### config.mk
export PLATFORM = sky130hd
export DESIGN_NAME = instr_stream_decoder_flat
export DESIGN_NICKNAME = d
export VERILOG_FILES = /design/src/rtl/decoder_pkg.sv /design/src/rtl/instr_stream_decoder_if.sv /design/src/rtl/opcode_len_lut.sv /design/src/rtl/instr_stream_decoder.sv /design/src/flat_wrapper.sv
export SDC_FILE = /design/constraint.sdc
export NUM_CORES = 1
export LEC_CHECK = 0
export ABC_CLOCK_PERIOD_IN_PS = 1900
export CORE_MARGIN = 2
export CORE_UTILIZATION = 48
export DETAILED_ROUTE_END_ITERATION = 8
export PLACE_DENSITY = 0.75
export SLEW_MARGIN = 40
export SYNTH_ARGS = -nofsm -noshare
export SYNTH_HDL_FRONTEND = slang
export SYNTH_SLANG_ARGS = --single-unit
### constraint.sdc
create_clock -name clk -period 1.9 [get_ports clk]
set_input_delay 0.38 -clock clk [delete_from_list [all_inputs] [get_ports clk]]
set_output_delay 0.38 -clock clk [all_outputs]
set_load 0.005 [all_outputs]
### src/rtl/decoder_pkg.sv
// rtl/decoder_pkg.sv - shared class/mode codes, length constants and FSM states for the instruction stream decoder
package decoder_pkg;

  typedef enum logic [2:0] {
    CLS_ADD   = 3'd0,
    CLS_SUB   = 3'd1,
    CLS_AND   = 3'd2,
    CLS_OR    = 3'd3,
    CLS_XOR   = 3'd4,
    CLS_LOAD  = 3'd5,
    CLS_STORE = 3'd6,
    CLS_STACK = 3'd7
  } cls_e;

  localparam logic [3:0] MODE_NONE    = 4'd0;
  localparam logic [3:0] MODE_IMM_IMM = 4'd1;
  localparam logic [3:0] MODE_REG_IMM = 4'd2;
  localparam logic [3:0] MODE_REG_REG = 4'd3;
  localparam logic [3:0] MODE_IMM8    = 4'd4;
  localparam logic [3:0] MODE_IMM16   = 4'd5;

  localparam logic [2:0] LEN_1 = 3'd1;
  localparam logic [2:0] LEN_2 = 3'd2;
  localparam logic [2:0] LEN_3 = 3'd3;
  localparam logic [2:0] LEN_4 = 3'd4;

  typedef enum logic {
    OPC  = 1'b0,
    OPND = 1'b1
  } state_e;

endpackage

### src/rtl/instr_stream_decoder_if.sv
// rtl/instr_stream_decoder_if.sv - byte stream in, decoded instruction out, with valid/ready on both sides
interface instr_stream_decoder_if #(
  parameter int BYTE_W = 8
);
  logic [BYTE_W-1:0]   in_byte;
  logic                in_valid;
  logic                in_ready;
  logic                out_valid;
  logic                out_ready;
  logic                out_ext;
  logic [2:0]          out_class;
  logic [3:0]          out_mode;
  logic [2:0]          out_len;
  logic [2*BYTE_W-1:0] out_op1;
  logic [BYTE_W-1:0]   out_op2;
  logic                out_illegal;

  modport slave (
    input  in_byte, in_valid, out_ready,
    output in_ready, out_valid, out_ext, out_class, out_mode, out_len, out_op1, out_op2, out_illegal
  );

  modport master (
    output in_byte, in_valid, out_ready,
    input  in_ready, out_valid, out_ext, out_class, out_mode, out_len, out_op1, out_op2, out_illegal
  );
endinterface

### src/rtl/opcode_len_lut.sv
// rtl/opcode_len_lut.sv - combinational byte0 -> {instruction length, illegal mode} lookup
module opcode_len_lut
  import decoder_pkg::*;
(
  input  logic [7:0] i_byte0,
  output logic [2:0] o_len,
  output logic       o_illegal
);

  // Illegal modes report length 1 so the stream resynchronises on the next byte.
  always_comb begin
    o_len     = LEN_1;
    o_illegal = 1'b0;
    if (i_byte0[7]) begin
      o_len = LEN_4;
    end else begin
      case (i_byte0[3:0])
        MODE_NONE:                                        o_len = LEN_1;
        MODE_IMM_IMM, MODE_REG_IMM, MODE_REG_REG, MODE_IMM16: o_len = LEN_3;
        MODE_IMM8:                                        o_len = LEN_2;
        default:                                          o_illegal = 1'b1;
      endcase
    end
  end

endmodule

### src/rtl/instr_stream_decoder.sv
// rtl/instr_stream_decoder.sv - assembles 1-4 byte instructions from a byte stream; ILLEGAL_TRAP_EN flags illegal modes
module instr_stream_decoder
  import decoder_pkg::*;
#(
  parameter int BYTE_W    = 8,
  parameter int REG_IDX_W = 3
) (
  input  logic                   clk,
  input  logic                   rst,
  input  logic                   flush,
  instr_stream_decoder_if.slave  bus
);

  localparam int OP1_W = 2 * BYTE_W;

  state_e              r_state;
  logic [2:0]          r_cnt;
  logic [2:0]          r_len;
  logic [BYTE_W-1:0]   r_b0, r_b1, r_b2;
  logic                r_out_valid, r_ext, r_ill;
  logic [2:0]          r_cls, r_olen;
  logic [3:0]          r_mode;
  logic [OP1_W-1:0]    r_op1;
  logic [BYTE_W-1:0]   r_op2;

  logic [2:0]          w_lut_len;
  logic                w_lut_ill;
  logic                w_final, w_in_ready, w_accept;
  logic [BYTE_W-1:0]   w_b0, w_b1, w_b2, w_b3;
  logic                w_ext, w_ill;
  logic [2:0]          w_cls, w_len;
  logic [3:0]          w_mode;
  logic [OP1_W-1:0]    w_op1;
  logic [BYTE_W-1:0]   w_op2;

  opcode_len_lut u_lut (
    .i_byte0   (bus.in_byte[7:0]),
    .o_len     (w_lut_len),
    .o_illegal (w_lut_ill)
  );

  // A completing byte is refused only when the held instruction cannot leave this cycle.
  assign w_final    = (r_state == OPC) ? (w_lut_len == LEN_1) : (r_cnt + 3'd1 == r_len);
  assign w_in_ready = !(w_final && r_out_valid && !bus.out_ready);
  assign w_accept   = bus.in_valid && w_in_ready && !flush;

  assign w_b0 = (r_state == OPC) ? bus.in_byte : r_b0;
  assign w_b1 = (r_cnt == 3'd1) ? bus.in_byte : r_b1;
  assign w_b2 = (r_cnt == 3'd2) ? bus.in_byte : r_b2;
  assign w_b3 = bus.in_byte;

  always_comb begin
    w_ext  = w_b0[7];
    w_cls  = w_b0[6:4];
    w_mode = w_b0[3:0];
    w_len  = (r_state == OPC) ? w_lut_len : r_len;
    w_op1  = '0;
    w_op2  = '0;
    w_ill  = 1'b0;
    if (w_ext) begin
      w_op1 = {w_b2, w_b1};
      w_op2 = w_b3;
    end else if ((r_state == OPC) && w_lut_ill) begin
`ifdef ILLEGAL_TRAP_EN
      w_ill = 1'b1;
`else
      w_cls  = CLS_ADD;
      w_mode = MODE_NONE;
`endif
    end else begin
      case (w_b0[3:0])
        MODE_IMM_IMM: begin w_op1 = OP1_W'(w_b1); w_op2 = w_b2; end
        MODE_REG_IMM: begin w_op1 = OP1_W'(w_b1[REG_IDX_W-1:0]); w_op2 = w_b2; end
        MODE_REG_REG: begin
          w_op1 = OP1_W'(w_b1[REG_IDX_W-1:0]);
          w_op2 = BYTE_W'(w_b2[REG_IDX_W-1:0]);
        end
        MODE_IMM8:    w_op1 = OP1_W'(w_b1);
        MODE_IMM16:   w_op1 = {w_b2, w_b1};
        default:      ;
      endcase
    end
  end

  always_ff @(posedge clk) begin
    if (rst || flush) begin
      r_state     <= OPC;
      r_cnt       <= '0;
      r_len       <= '0;
      r_b0        <= '0;
      r_b1        <= '0;
      r_b2        <= '0;
      r_out_valid <= 1'b0;
      r_ext       <= 1'b0;
      r_ill       <= 1'b0;
      r_cls       <= '0;
      r_olen      <= '0;
      r_mode      <= '0;
      r_op1       <= '0;
      r_op2       <= '0;
    end else begin
      if (w_accept) begin
        if (w_final) begin
          r_state <= OPC;
          r_cnt   <= '0;
        end else if (r_state == OPC) begin
          r_state <= OPND;
          r_cnt   <= 3'd1;
          r_len   <= w_lut_len;
          r_b0    <= bus.in_byte;
        end else begin
          r_cnt <= r_cnt + 3'd1;
          if (r_cnt == 3'd1) r_b1 <= bus.in_byte;
          if (r_cnt == 3'd2) r_b2 <= bus.in_byte;
        end
      end
      // Loading wins over draining so a back-to-back handoff keeps out_valid high.
      if (w_accept && w_final) begin
        r_out_valid <= 1'b1;
        r_ext       <= w_ext;
        r_ill       <= w_ill;
        r_cls       <= w_cls;
        r_olen      <= w_len;
        r_mode      <= w_mode;
        r_op1       <= w_op1;
        r_op2       <= w_op2;
      end else if (bus.out_ready) begin
        r_out_valid <= 1'b0;
      end
    end
  end

  assign bus.in_ready    = w_in_ready;
  assign bus.out_valid   = r_out_valid;
  assign bus.out_ext     = r_ext;
  assign bus.out_class   = r_cls;
  assign bus.out_mode    = r_mode;
  assign bus.out_len     = r_olen;
  assign bus.out_op1     = r_op1;
  assign bus.out_op2     = r_op2;
  assign bus.out_illegal = r_ill;

endmodule

### src/flat_wrapper.sv
// flat-port wrapper written by rule: the top's interface ports become plain ports
module instr_stream_decoder_flat import decoder_pkg::*;
#(
  parameter int BYTE_W    = 8,
  parameter int REG_IDX_W = 3
)
  (clk, rst, flush, bus_in_byte, bus_in_valid, bus_out_ready, bus_in_ready, bus_out_valid, bus_out_ext, bus_out_class, bus_out_mode, bus_out_len, bus_out_op1, bus_out_op2, bus_out_illegal);
  instr_stream_decoder_if #(.BYTE_W(BYTE_W)) bus_i ();
  input  logic clk;
  input  logic rst;
  input  logic flush;
  input wire logic [$bits(bus_i.in_byte)-1:0] bus_in_byte;
  input wire logic [$bits(bus_i.in_valid)-1:0] bus_in_valid;
  input wire logic [$bits(bus_i.out_ready)-1:0] bus_out_ready;
  output wire logic [$bits(bus_i.in_ready)-1:0] bus_in_ready;
  output wire logic [$bits(bus_i.out_valid)-1:0] bus_out_valid;
  output wire logic [$bits(bus_i.out_ext)-1:0] bus_out_ext;
  output wire logic [$bits(bus_i.out_class)-1:0] bus_out_class;
  output wire logic [$bits(bus_i.out_mode)-1:0] bus_out_mode;
  output wire logic [$bits(bus_i.out_len)-1:0] bus_out_len;
  output wire logic [$bits(bus_i.out_op1)-1:0] bus_out_op1;
  output wire logic [$bits(bus_i.out_op2)-1:0] bus_out_op2;
  output wire logic [$bits(bus_i.out_illegal)-1:0] bus_out_illegal;
  assign bus_i.in_byte = bus_in_byte;
  assign bus_i.in_valid = bus_in_valid;
  assign bus_i.out_ready = bus_out_ready;
  assign bus_in_ready = bus_i.in_ready;
  assign bus_out_valid = bus_i.out_valid;
  assign bus_out_ext = bus_i.out_ext;
  assign bus_out_class = bus_i.out_class;
  assign bus_out_mode = bus_i.out_mode;
  assign bus_out_len = bus_i.out_len;
  assign bus_out_op1 = bus_i.out_op1;
  assign bus_out_op2 = bus_i.out_op2;
  assign bus_out_illegal = bus_i.out_illegal;
  instr_stream_decoder #(.BYTE_W(BYTE_W), .REG_IDX_W(REG_IDX_W)) u_core (.clk(clk), .rst(rst), .flush(flush), .bus(bus_i));
endmodule
## Word-level counts from Yosys, hierarchy flattened

Index checks and enable logic that the tools add are counted.

| word-level totals | value |
|---|---|
| bits in registers | 67 |
| word-level logic and storage cells | 73 |

| cells by class | value |
|---|---|
| $add $sub $neg | 1 |
| bitwise logic cells | 2 |
| reduce and logical (&&, ||, !) cells | 19 |
| mux-type cells | 24 |
| equal/unequal tests | 14 |

Operators with widths:

| operator | number |
|---|---|
| case mux 16 bit (3 select lines) | 1 |
| two-way mux 8 bit | 5 |
| two-way mux 16 bit | 2 |
| two-way mux 3 bit | 6 |
| equality test 4 x 2 -> 1 bit (second input constant) | 4 |
| equality test 4 x 3 -> 1 bit (second input constant) | 4 |
| case mux 8 bit (2 select lines) | 1 |
| equality test 4 x 1 -> 1 bit (second input constant) | 2 |
| two-way mux 4 bit | 2 |
| equality test 3 x 1 -> 1 bit (second input constant) | 2 |
| logical AND 1 bit | 6 |
| two-way mux 1 bit | 6 |
| OR reduction 2 bit | 3 |
| OR reduction 6 bit | 1 |
| zero test 4 bit | 1 |
| case mux 2 bit (2 select lines) | 1 |
| OR reduction 4 bit | 1 |
| adder 3 x 1 -> 3 bit (second input constant) | 1 |
| equality test 3 x 2 -> 1 bit (second input constant) | 1 |
| equality test 3 bit | 1 |
| zero test 1 bit | 3 |
| AND reduction 3 bit | 1 |
| NOT 1 bit | 2 |
| AND reduction 2 bit | 1 |
| other kinds (2) | 2 |

## Logic depth before layout (Yosys ltp)

| logic depth | value |
|---|---|
| word-level depth | 13 |
| mapped depth | 9 |
| mapped depth without buffers | 7 |

## Modules after synthesis

A second synthesis with hierarchy kept.

| unflattened totals | value |
|---|---|
| cells, all modules | 353 |
| area total of the unflattened synthesis | 3,166.8 um^2 |

By module, submodules not included:

| module | sequential area each (um^2) | instances | area each (um^2) | cells each |
|---|---|---|---|---|
| instr_stream_decoder | 1,341.3 | 1 | 3,120.5 | 346 |
| opcode_len_lut | 0.0 | 1 | 46.3 | 7 |

## Worst setup path before layout

Ideal clock, no wire load.

| path | value |
|---|---|
| path type | reg2reg |
| start point | register u_core.r_cnt[0] |
| end point | register u_core.r_op2[0], in the netlist u_core.bus.out_op2[0] |
| cell stages (with the launch flop) | 10 |
| slack | -190 ps |
| data required time | 1,777 ps |
| library setup time | 123 ps |
| buffers on the path | 2 |
| data arrival time | 1,967 ps |
| cell sequence | dfxtp_1 > inv_1 > ha_1 > xor2_1 > nand4_4 > a211o_1 > buf_6 > buf_6 > a221oi_1 > nor2_1 |

| on the way | value |
|---|---|
| longest elaborated chain between the ends | 9 |
| elaborated cells between the ends (all ways) | 14 |
| classes of those cells | add/sub (1); eq/ne (2); mux (5); reduce/logical (6) |

Ends and longest elaborated chain:

| element | line | source |
|---|---|---|
| start, declared | instr_stream_decoder.sv:17 | `logic [2:0] r_cnt;` |
| start signal, assigned | instr_stream_decoder.sv:112 | `r_cnt <= r_cnt + 3'd1;` |
| adder 3 x 1 -> 3 bit | instr_stream_decoder.sv:43 | `assign w_final = (r_state == OPC) ? (w_lut_len == LEN_1) : (r_cnt + 3'd1 == r_len);` |
| equality test 3 bit | instr_stream_decoder.sv:43 |  |
| two-way mux 1 bit | instr_stream_decoder.sv:43 |  |
| logical AND 1 bit (2 in series) | instr_stream_decoder.sv:44 | `assign w_in_ready = !(w_final && r_out_valid && !bus.out_ready);` |
| zero test 1 bit | instr_stream_decoder.sv:44 |  |
| logical AND 1 bit (2 in series) | instr_stream_decoder.sv:45 | `assign w_accept = bus.in_valid && w_in_ready && !flush;` |
| logical AND 1 bit | instr_stream_decoder.sv:118 | `if (w_accept && w_final) begin` |
| end signal, assigned | instr_stream_decoder.sv:126 | `r_op2 <= w_op2;` |
| end, declared | instr_stream_decoder.sv:24 | `logic [BYTE_W-1:0] r_op2;` |

Parallel ways exist; a longest one is shown, timed or not.
A chain may end at the register's enable or synchronous reset.

## Worst setup path in the final report

| path | value |
|---|---|
| start point | register u_core.r_cnt[0] |
| end point | output port bus_in_ready |

| on the way | value |
|---|---|
| longest elaborated chain between the ends | 6 |

Ends and longest elaborated chain:

| element | line | source |
|---|---|---|
| adder 3 x 1 -> 3 bit | instr_stream_decoder.sv:43 |  |
| equality test 3 bit | instr_stream_decoder.sv:43 |  |
| two-way mux 1 bit | instr_stream_decoder.sv:43 |  |
| logical AND 1 bit (2 in series) | instr_stream_decoder.sv:44 |  |
| zero test 1 bit | instr_stream_decoder.sv:44 |  |
| end, declared | flat_wrapper.sv:15 | `output wire logic [$bits(bus_i.in_ready)-1:0] bus_in_ready;` |

No other way between the ends.

==> impl_metrics.py <==
metrics = {
    "worst_setup_path": {
        "worstRegToRegCells": 10,
        "cp_slowest_cell": "dfxtp_4",
        "path_max_fanout": 3,
        "worstSetupStartpoint": "u_core.r_cnt[0]",
        "cp.buffers_inverters": 2,
        "cp.depth": 7,
        "crit_type": "reg2out",
        "r2r-end": "u_core.r_b1[6]",
        "startpoint_type": "register",
        "r2r_slack_ns": -0.11,
        "cp_top_family": "flip-flops",
        "critPathRequiredTime_ns": 1.52,
        "endpoint_kind": "output port",
        "crit_chain": "inv_4 -> ha_4 -> xor2_4 -> nand4_4 -> nand2_2 -> nand2_1 -> buf_2",
        "rr_startpoint": "u_core.r_cnt[0]",
        "max_stage_delay_ns": 0.39,
        "crit_arrival_ns": 1.64,
        "cp-endpoint": "bus_in_ready",
    },
    "pwr": {
        "vdd_drop_max_mv": 0.5667,
        "p_leak_nw": 1.725,
        "power_density_nw_per_um2": 665.1,
    },
    "detailed_routing": {
        "route.detailed.drc": 0,
        "detail-route-antenna-nets": 0,
        "dr_total_vias": 3194,
        "viasPerCell": 5.786,
        "wl_per_cell_um": 17.70,
        "routed_wl_um": 9769,
        "drt_pass1_iterations": 5,
        "drt_iter0_markers": 239,
    },
    "yosys": {
        "synth_edf_count": 0,
        "yosysTopAreaCell": "dfxtp_1",
        "synth-async-reset-ratio_pct": 0,
        "synth_seq_cells": 67,
        "synthTopCellsByArea": "dfxtp_1 (41%), mux2i_1 (6.8%), a21oi_1 (4.9%)",
        "synthTopCellsByCount": "dfxtp_1 (67), nand2_1 (40), nor2_1 (40)",
        "ys.flop_type": "dfxtp_1",
        "yosys_warnings": 0,
        "synth_area_um2": 3239,
        "netlist_instances": 367,
        "syn_nets": 383,
        "avgSynthCellArea_um2": 8.827,
        "synth_most_common_cell": "dfxtp_1",
        "seq_area_frac_synth_pct": 41.41,
        "ys_types": 50,
        "netlist.area_leader.share_pct": 41.41,
    },
    "timing": {
        "min_period_ns": 2.018,
        "final.setup.worst_slack_ns": -0.1182,
        "slew_violations": 0,
        "finalCritPeriodShare_pct": 106.2,
        "setup_viol": 58,
        "fmax_mhz": 495.5,
        "finClkSkew_ns": 0.01070,
        "rsz0062_at_grt": "yes",
        "hold_viol": 0,
        "hold_slack_ns": 0.4508,
    },
    "outcome": {
        "violations": "setup timing",
        "status": "finished with violations",
    },
    "floorplan": {
        "core_area_um2": 6422,
        "die-area_um2": 7422,
        "io_pins": 51,
        "rows": 29,
        "die_x_um": 86.15,
        "start_util_pct": 50.44,
        "fp.dieH_um": 86.15,
    },
    "worst_hold_path": {
        "min_path_type": "reg2reg",
    },
    "placed_design": {
        "place_inst": 525,
        "gp_congestion": 0.8382,
        "hpwl_um": 6309,
        "io_buffer_count": 49,
        "pre_cts_ws_ns": -0.4398,
    },
    "layout": {
        "diodes": 0,
        "nNetsFinal": 486,
        "drive_gt1_share_pct": 33.47,
        "syn2layout_area_growth_pct": 48.51,
        "fin_util_pct": 74.91,
        "instances_no_fill": 552,
    },
    "clocking": {
        "ctsLongestPathBuffers": 2,
        "cts_hold_buf": 0,
        "clock-sinks": 67,
        "clk_latency_ns": 0.35,
        "cts_tree": "done",
        "clockRootBuffer": "clkbuf_8",
        "numCtsBuffers": 9,
        "htreeDepth": 3,
        "clk_pin_slew_ns": 0.07,
    },
    "global_route": {
        "grt_usage_pct": 25.20,
        "grt_pass1_vias": 3004,
        "grt_pass1_wl_um": 14510,
        "grt_overflow": 0,
        "grt_max_degree": 28,
        "antenna_found_initial": 0,
    },
    "run": {
        "cap_violations": 0,
    },
}
-- stage by stage --
| stage | setup TNS [ns] | power (W) | cell area (µm²) |
|---|---|---|---|
| floorplan | -0.01064 | 0.001636 | 3261 |
| global placement | -16.29 | 0.001794 | 4182 |
| detailed placement | -18.35 | 0.001800 | 4182 |
| CTS | -2.050 | 0.003158 | 4518 |
| global route | -7.709 | 0.003291 | 4811 |
| finish | -3.231 | 0.003200 | 4811 |
-- cell type report --
class                           instances  area [µm²]
Multi-Input combinational cell        266        1962
Fill cell                             434        1612
Inverter                                4       17.52
Timing Repair Buffer                  122        1161
Tap cell                               77       96.34
Sequential cell                        67        1346
Clock buffer                           12       155.1
Clock inverter                          4       72.57
-- state kept, by name, summed over array words and instances, names as in the netlist, 4 cells and up --
register	count
u_core.r_b1	8
u_core.r_b0	8
u_core.bus.out_mode	4
u_core.bus.out_op2	8
u_core.r_b2	8
u_core.bus.out_op1	16
-- placed cells by master (no fill, tap or decap), types with 4 or more instances in the layout --
cell             synthesis  final
clkdlybuf4s50_1          0     45
clkbuf_8                 0     11
dfxtp_1                 67     65
a21oi_2                  0      6
a32o_1                  11     11
a211oi_2                 0      4
buf_6                    6     11
mux2i_1                 22     22
nand2_1                 40     38
o21ai_2                  0     10
mux2_2                  12     12
buf_12                   0      4
a21oi_1                 32     26
nand2b_1                 6      6
buf_4                    2     54
o31ai_1                  5      4
nor2_1                  40     37
nand3_1                 23     19
-- how the worst min path moves through the flow --
stage | start | to | cells past startpoint
after floorplan | u_core.r_b1[4] | u_core.r_b1[4] | 2
after detailed placement | u_core.bus.out_op1[4] | u_core.bus.out_op1[4] | 2
after CTS | u_core.bus.out_op1[4] | u_core.bus.out_op1[4] | 2
after global placement | u_core.bus.out_class[1] | u_core.bus.out_class[1] | 2
after global routing | u_core.bus.out_mode[3] | u_core.bus.out_mode[3] | 2
final | u_core.bus.out_op1[4] | u_core.bus.out_op1[4] | 2
-- worst reg2reg max path: stages (launching register included) --
cell and delay (ns):
dfxtp_4 0.39, inv_4 0.05, ha_4 0.23, xor2_4 0.19, buf_4 0.16, a311oi_4 0.34, buf_6 0.19, nand2_2 0.07
buf_4 0.16, nand2_1 0.06, a21oi_1 0.06
-- layer usage --
| layer | track usage, % | wire [µm] | vias to the layer above |
|---|---|---|---|
| met1 | 31.71 | 4113 | 1551 |
| met3 | 6.833 | 623 | 20 |
| met4 | 9.235 | 177 | 0 |
| li1 | - | - | 1505 |
| met5 | 0 | 0 | - |
| met2 | 41.37 | 4854 | 118 |
-- power by group --
group | switching [W] | internal, W
clock network | 0.000558 | 0.000809
logic | 0.000216 | 0.000189
registers | 0.0000118 | 0.00141
total | 0.000786 | 0.00241
-- timing repair --
item,in CTS,in global routing
pin swaps,9,14
resized for setup,27,61
cloned,0,2
endpoints found under the setup margin,41,62
buffers inserted,2,7
-- logic make-up after synthesis --
family	count (synthesis)	synth area share (%)
AND/OR/NAND/NOR	131	18.96
adder cells (fa/ha/maj)	3	1.159
other	1	0.1158
multiplexers	34	10.97
buffers and inverters	34	5.871
flip-flops	67	41.41
XOR/XNOR	5	1.815
AO/OA/AOI/OAI	92	19.70
Note: power is estimated with default switching activity, not from simulation.
